[src/rtl/intra_pred_4x4.sv]
// H.264-style 4x4 luma intra mode decision: vertical, horizontal and DC predictions, minimum-SAD pick.
// Optional macro INTRAPRED_FORCE_EN adds force_valid/force_mode to restrict evaluation to a single mode.
module intra_pred_4x4 #(
  parameter int MB_WIDTH = 120,
  parameter int MB_COUNT = 8160
) (
  input  logic         clk,
  input  logic         reset,
  input  logic         enable,
  input  logic [12:0]  mbnumber,
  input  logic         start,
  input  logic [31:0]  top_pix,
  input  logic [31:0]  left_pix,
  input  logic [127:0] cur_pix,
`ifdef INTRAPRED_FORCE_EN
  input  logic         force_valid,
  input  logic [1:0]   force_mode,
`endif
  output logic         busy,
  output logic         done,
  output logic [1:0]   best_mode,
  output logic [11:0]  best_sad,
  output logic [127:0] pred_pix
);

  typedef enum logic [2:0] {S_IDLE, S_M0, S_M1, S_M2, S_DONE} state_t;

  state_t        r_state;
  logic [31:0]   r_top;
  logic [31:0]   r_left;
  logic [127:0]  r_cur;
  logic          r_top_av;
  logic          r_left_av;
  logic          r_best_valid;
  logic [1:0]    r_best_mode;
  logic [11:0]   r_best_sad;
  logic [127:0]  r_best_pred;
`ifdef INTRAPRED_FORCE_EN
  logic          r_force_valid;
  logic [1:0]    r_force_mode;
  logic          w_force_av;
  logic [1:0]    w_force_eff;
`endif

  logic [1:0]    w_mode;
  logic          w_mode_av;
  logic          w_cand_valid;
  logic          w_take;
  logic          w_in_range;
  logic [11:0]   w_sum_top;
  logic [11:0]   w_sum_left;
  logic [7:0]    w_dc;
  logic [127:0]  w_pred;
  logic [11:0]   w_sad;

  function automatic logic [11:0] sad16(input logic [127:0] a, input logic [127:0] b);
    logic [11:0] acc;
    logic [7:0]  x;
    logic [7:0]  y;
    acc = 12'd0;
    for (int i = 0; i < 16; i++) begin
      x = a[8*i +: 8];
      y = b[8*i +: 8];
      acc = acc + 12'((x > y) ? (x - y) : (y - x));
    end
    return acc;
  endfunction

  assign w_in_range = (mbnumber < 13'(MB_COUNT));

  // Neighbour sums and the DC value for the latched block.
  always_comb begin
    w_sum_top  = 12'd0;
    w_sum_left = 12'd0;
    for (int i = 0; i < 4; i++) begin
      w_sum_top  = w_sum_top  + 12'(r_top[8*i +: 8]);
      w_sum_left = w_sum_left + 12'(r_left[8*i +: 8]);
    end
    if (r_top_av && r_left_av) begin
      w_dc = 8'((w_sum_top + w_sum_left + 12'd4) >> 3);
    end else if (r_top_av) begin
      w_dc = 8'((w_sum_top + 12'd2) >> 2);
    end else if (r_left_av) begin
      w_dc = 8'((w_sum_left + 12'd2) >> 2);
    end else begin
      w_dc = 8'd128;
    end
  end

  // Mode under evaluation in the current state, its prediction and SAD.
  always_comb begin
    case (r_state)
      S_M0:    w_mode = 2'd0;
      S_M1:    w_mode = 2'd1;
      default: w_mode = 2'd2;
    endcase
    w_pred = 128'd0;
    for (int r = 0; r < 4; r++) begin
      for (int c = 0; c < 4; c++) begin
        case (w_mode)
          2'd0:    w_pred[8*(4*r+c) +: 8] = r_top[8*c +: 8];
          2'd1:    w_pred[8*(4*r+c) +: 8] = r_left[8*r +: 8];
          default: w_pred[8*(4*r+c) +: 8] = w_dc;
        endcase
      end
    end
    w_sad = sad16(r_cur, w_pred);
  end

  // Candidate validity, including the forced-mode restriction when built in.
  always_comb begin
    case (w_mode)
      2'd0:    w_mode_av = r_top_av;
      2'd1:    w_mode_av = r_left_av;
      default: w_mode_av = 1'b1;
    endcase
`ifdef INTRAPRED_FORCE_EN
    case (r_force_mode)
      2'd0:    w_force_av = r_top_av;
      2'd1:    w_force_av = r_left_av;
      2'd2:    w_force_av = 1'b1;
      default: w_force_av = 1'b0;
    endcase
    if (w_force_av) begin
      w_force_eff = r_force_mode;
    end else begin
      w_force_eff = 2'd2;
    end
    if (r_force_valid) begin
      w_cand_valid = (w_mode == w_force_eff);
    end else begin
      w_cand_valid = w_mode_av;
    end
`else
    w_cand_valid = w_mode_av;
`endif
    // Strict less-than keeps the earlier (lower-numbered) mode on ties.
    w_take = w_cand_valid && ((r_state == S_M0) || !r_best_valid || (w_sad < r_best_sad));
  end

  // Sequencer, best-mode tracking and registered outputs.
  always_ff @(posedge clk or negedge reset) begin
    if (!reset) begin
      r_state       <= S_IDLE;
      r_top         <= 32'd0;
      r_left        <= 32'd0;
      r_cur         <= 128'd0;
      r_top_av      <= 1'b0;
      r_left_av     <= 1'b0;
      r_best_valid  <= 1'b0;
      r_best_mode   <= 2'd0;
      r_best_sad    <= 12'd0;
      r_best_pred   <= 128'd0;
`ifdef INTRAPRED_FORCE_EN
      r_force_valid <= 1'b0;
      r_force_mode  <= 2'd0;
`endif
      busy          <= 1'b0;
      done          <= 1'b0;
      best_mode     <= 2'd0;
      best_sad      <= 12'd0;
      pred_pix      <= 128'd0;
    end else if (enable) begin
      case (r_state)
        S_IDLE: begin
          done <= 1'b0;
          if (start && w_in_range) begin
            r_top     <= top_pix;
            r_left    <= left_pix;
            r_cur     <= cur_pix;
            r_top_av  <= (mbnumber >= 13'(MB_WIDTH));
            r_left_av <= ((mbnumber % 13'(MB_WIDTH)) != 13'd0);
`ifdef INTRAPRED_FORCE_EN
            r_force_valid <= force_valid;
            r_force_mode  <= force_mode;
`endif
            busy      <= 1'b1;
            r_state   <= S_M0;
          end
        end
        S_M0, S_M1, S_M2: begin
          if (r_state == S_M0) begin
            r_best_valid <= w_cand_valid;
          end
          if (w_take) begin
            r_best_valid <= 1'b1;
            r_best_mode  <= w_mode;
            r_best_sad   <= w_sad;
            r_best_pred  <= w_pred;
          end
          case (r_state)
            S_M0:    r_state <= S_M1;
            S_M1:    r_state <= S_M2;
            default: r_state <= S_DONE;
          endcase
        end
        S_DONE: begin
          best_mode <= r_best_mode;
          best_sad  <= r_best_sad;
          pred_pix  <= r_best_pred;
          done      <= 1'b1;
          busy      <= 1'b0;
          r_state   <= S_IDLE;
        end
        default: r_state <= S_IDLE;
      endcase
    end
  end

endmodule

[config.mk]
export PLATFORM = sky130hd
export DESIGN_NAME = intra_pred_4x4
export DESIGN_NICKNAME = d
export VERILOG_FILES = /design/src/rtl/intra_pred_4x4.sv
export SDC_FILE = /design/constraint.sdc
export NUM_CORES = 2
export LEC_CHECK = 0
export ABC_AREA = 1
export CAP_MARGIN = 10
export CORE_ASPECT_RATIO = 0.7
export CORE_MARGIN = 2
export CORE_UTILIZATION = 63
export CTS_CLUSTER_SIZE = 40
export DETAILED_ROUTE_END_ITERATION = 8
export PLACE_DENSITY_LB_ADDON = 0.2
export SYNTH_ARGS = -nofsm -noshare
export SYNTH_HDL_FRONTEND = slang
export SYNTH_SLANG_ARGS = --single-unit
[constraint.sdc]
create_clock -name clk -period 41.1 [get_ports clk]
set_clock_uncertainty 0.05 [all_clocks]
set_input_delay 8.22 -clock clk [delete_from_list [all_inputs] [get_ports clk]]
set_output_delay 8.22 -clock clk [all_outputs]
set_load 0.05 [all_outputs]
==> results.cfg <==
[status]
status = finished clean

[synth]
avgSynthCellArea_sq_um = 8.04
synth-seq-cells = 484
synthMuxAreaShare_pct = 0.696
ys_warn_count = 0
synth_compound_area_share_pct = 13.9
synthCells = 4428
ys_types = 55
synth_largest_area_cell = dfrtp_1
netlist_area_sq_um = 35600
synth_top_cell_area_share_pct = 34.0
synth_simple_gate_area_share_pct = 16.4
yosysSeqAreaShare_pct = 34.0
synthTopCellsByArea = dfrtp_1, nand2_1, ha_1
synth_nets = 5154
post_synth_fa_ha_maj_area_fraction_pct = 22.3
synth_top_family_by_area = adder cells
synth_xor_area_share_pct = 3.20

[setup_path]
critPathLaunch = r_left[1]
timing.rr.start = r_left[1]
required_ps = 41460
path_class = reg2reg
crit_path_end_kind = flop
critPathLaunchType = flop
crit_path_top_delay_cell = buf_4
cp.arrival_ps = 16810
critPathMaxFanout = 154
slowest_delay_ps = 920
rr_worst_depth = 66

[cells_and_area]
drive_gt1_share_pct = 3.35
nNetsFinal = 5438
fillCellCount = 4141
area_growth_pct = 16.4

[die]
coreArea_sq_um = 55500
die_y_um = 203
io_pins = 353
start_util_pct = 64.1
dieArea_sq_um = 58500
die_w_um = 288
std_cell_rows = 72

[grt]
grt_max_degree = 249
grt_pass1_vias = 30644
grt_pass1_wl_mm = 176
grt_usage_pct = 39.6
antenna_found_initial = 2
gr-total-overflow = 0

[job]
maxCapViolCount = 0

[place]
port_buffers = 352
dp_hpwl_mm = 88.8
gp_congestion = 1.04

[clock_tree]
cts_htree_levels = 2
cts_resized = 0
cts_tree = yes
post_cts_buffers = 0
clock_sinks = 484
clockBufferDepth = 3
clkTransAtPathRegs_ps = 60
numCtsBuffers = 48
root_buffer = clkbuf_16
insertion_delay_ps = 610
ctsHoldBuffers = 0

[sta]
rsz0062_at_grt = false
fin_crit_ps = 16450
finalSetupViolCount = 0
fmax_ghz = 0.0608
maxSlewViolCount = 0
relSlewSlack_pct = 3.55
finalHoldViolCount = 0
finalCritPeriodShare_pct = 40.0
fin_setup_tns_ps = 0
tightest_slew_ps = 1450

[route]
first_pass_iters = 6
via_per_inst = 5.78
drtIter0Drc = 3694
drc = 0
routedWlPerCell_um = 20.9
via_count = 31762
wirelength_mm = 115
ant_nets = 0

[min_path]
hold_class = reg2reg
hold_start = pred_pix[118]
whs_path_depth = 2
## registers in the layout, indices dropped and copies added (netlist names)
name          count
r_left           32
done              1
best_sad         12
r_best_sad       12
r_top            32
r_top_av          1
r_best_pred     128
pred_pix        128
r_state           3
r_best_mode       2
best_mode         2
r_left_av         1
busy              1
r_cur           128
r_best_valid      1
## per-stage QoR
stage / hold slack (ps) / instance area (sq um) / instances / setup slack [ps] / util (%)
2_1_floorplan: 400 / 35600 / 4428 / 27900 / -
3_3_place_gp: 403 / 39700 / 5402 / 25210 / 71.6
3_5_place_dp: 407 / 39700 / 5402 / 24980 / 71.6
4_1_cts: 423 / 41400 / 5491 / 24790 / 74.7
5_1_grt: 443 / 41400 / 5491 / 23440 / 74.7
6_report: 417 / 41400 / 5493 / 24650 / 74.7
## cells in the mapped netlist, drive strengths merged
cell type	count
inv	765
and2	2
buf	13
or4	2
o211ai	21
xnor2	57
a22o	1
xor2	73
o21bai	10
mux2	6
mux2i	18
nor2	204
nor4	2
o21a	2
a211oi	23
a221oi	9
clkbuf	121
a2111oi	2
a31oi	11
a31o	1
nand3	57
o41ai	2
fa	194
and3	1
o21ai	508
o22ai	12
ha	323
a21o	24
a221o	2
clkinv	2
or2	7
o31ai	16
nand2	1164
nor3	13
o221ai	17
nand4	25
a21oi	229
a311oi	2
o311ai	3
dfrtp	484
## final cells by class
| cell class | instances | area, sq um | share of cell area [%] |
|---|---|---|---|
| Timing Repair Buffer | 368 | 3670 | 8.87 |
| Sequential cell | 484 | 12100 | 29.2 |
| Multi-Input combinational cell | 3043 | 20100 | 48.6 |
| Clock buffer | 62 | 1340 | 3.22 |
| Clock inverter | 27 | 359 | 0.867 |
| Tap cell | 740 | 926 | 2.23 |
| Inverter | 767 | 2890 | 6.97 |
| Antenna cell | 2 | 5.00 | 0.0121 |
## metal layers
layer	up-vias	GRT usage (%)	routed length [um]	part of all wire (%)
met4	0	13.7	4470	3.9
met2	1684	56.7	47800	42
met3	259	10.6	13500	12
li1	14528	-	-	-
met1	15291	58.1	49300	43
met5	-	0	0	0
## kinds of logic (layout without fill, tap and decap cells)
family          Yosys count  count (layout)
compound gates          895             895
xor+xnor                130             130
fa+ha+maj               517             517
buf+inv                 901            1224
flops                   484             484
mux                      24              24
other cells               0               2
simple gates           1477            1477
## worst paths after layout
path / end / slack, ps
worst max-delay path: r_best_pred[53] / 24650
worst min-delay path: pred_pix[118] / 420
worst min register to register: pred_pix[118] / 420
max in group asynchronous: r_best_pred[95] / 31290
min in group asynchronous: r_best_pred[11] / 7580
worst max register to register: r_best_pred[53] / 24650
## critical path, delay by kind of cell, from the launching register on
| kind | cells | cell delay (ps) |
|---|---|---|
| xor gates and xnor gates | 3 | 660 |
| and+or+nand+nor | 15 | 1520 |
| adders and majority gates | 15 | 6430 |
| DFF | 1 | 340 |
| AOI/OAI and AO/OA | 21 | 4410 |
| buffers and inverters | 12 | 2720 |
## layout by cell type, fill, tap and decap left out, types with 9 or more instances in the layout
master and instances:
o21ai_1 40, a211oi_1 23, o31ai_1 15, nand2_2 14, o21ai_0 465, xnor2_1 57, a221oi_1 9, clkbuf_16 49
clkdlybuf4s50_1 351, nand2_1 1146, nand4_1 22, nor2_1 200, fa_1 194, mux2i_1 18, a31oi_1 11, o22ai_1 12
o211ai_1 21, dfrtp_1 484, nand3_1 56, a21o_1 24, xor2_1 73, nor3_1 11, ha_1 323, buf_4 14
a21oi_1 221, inv_1 759, o221ai_1 17, o21bai_1 10
Power is not shown: default switching activity piles up to over one toggle a cycle in this logic, so the estimate is an artifact.
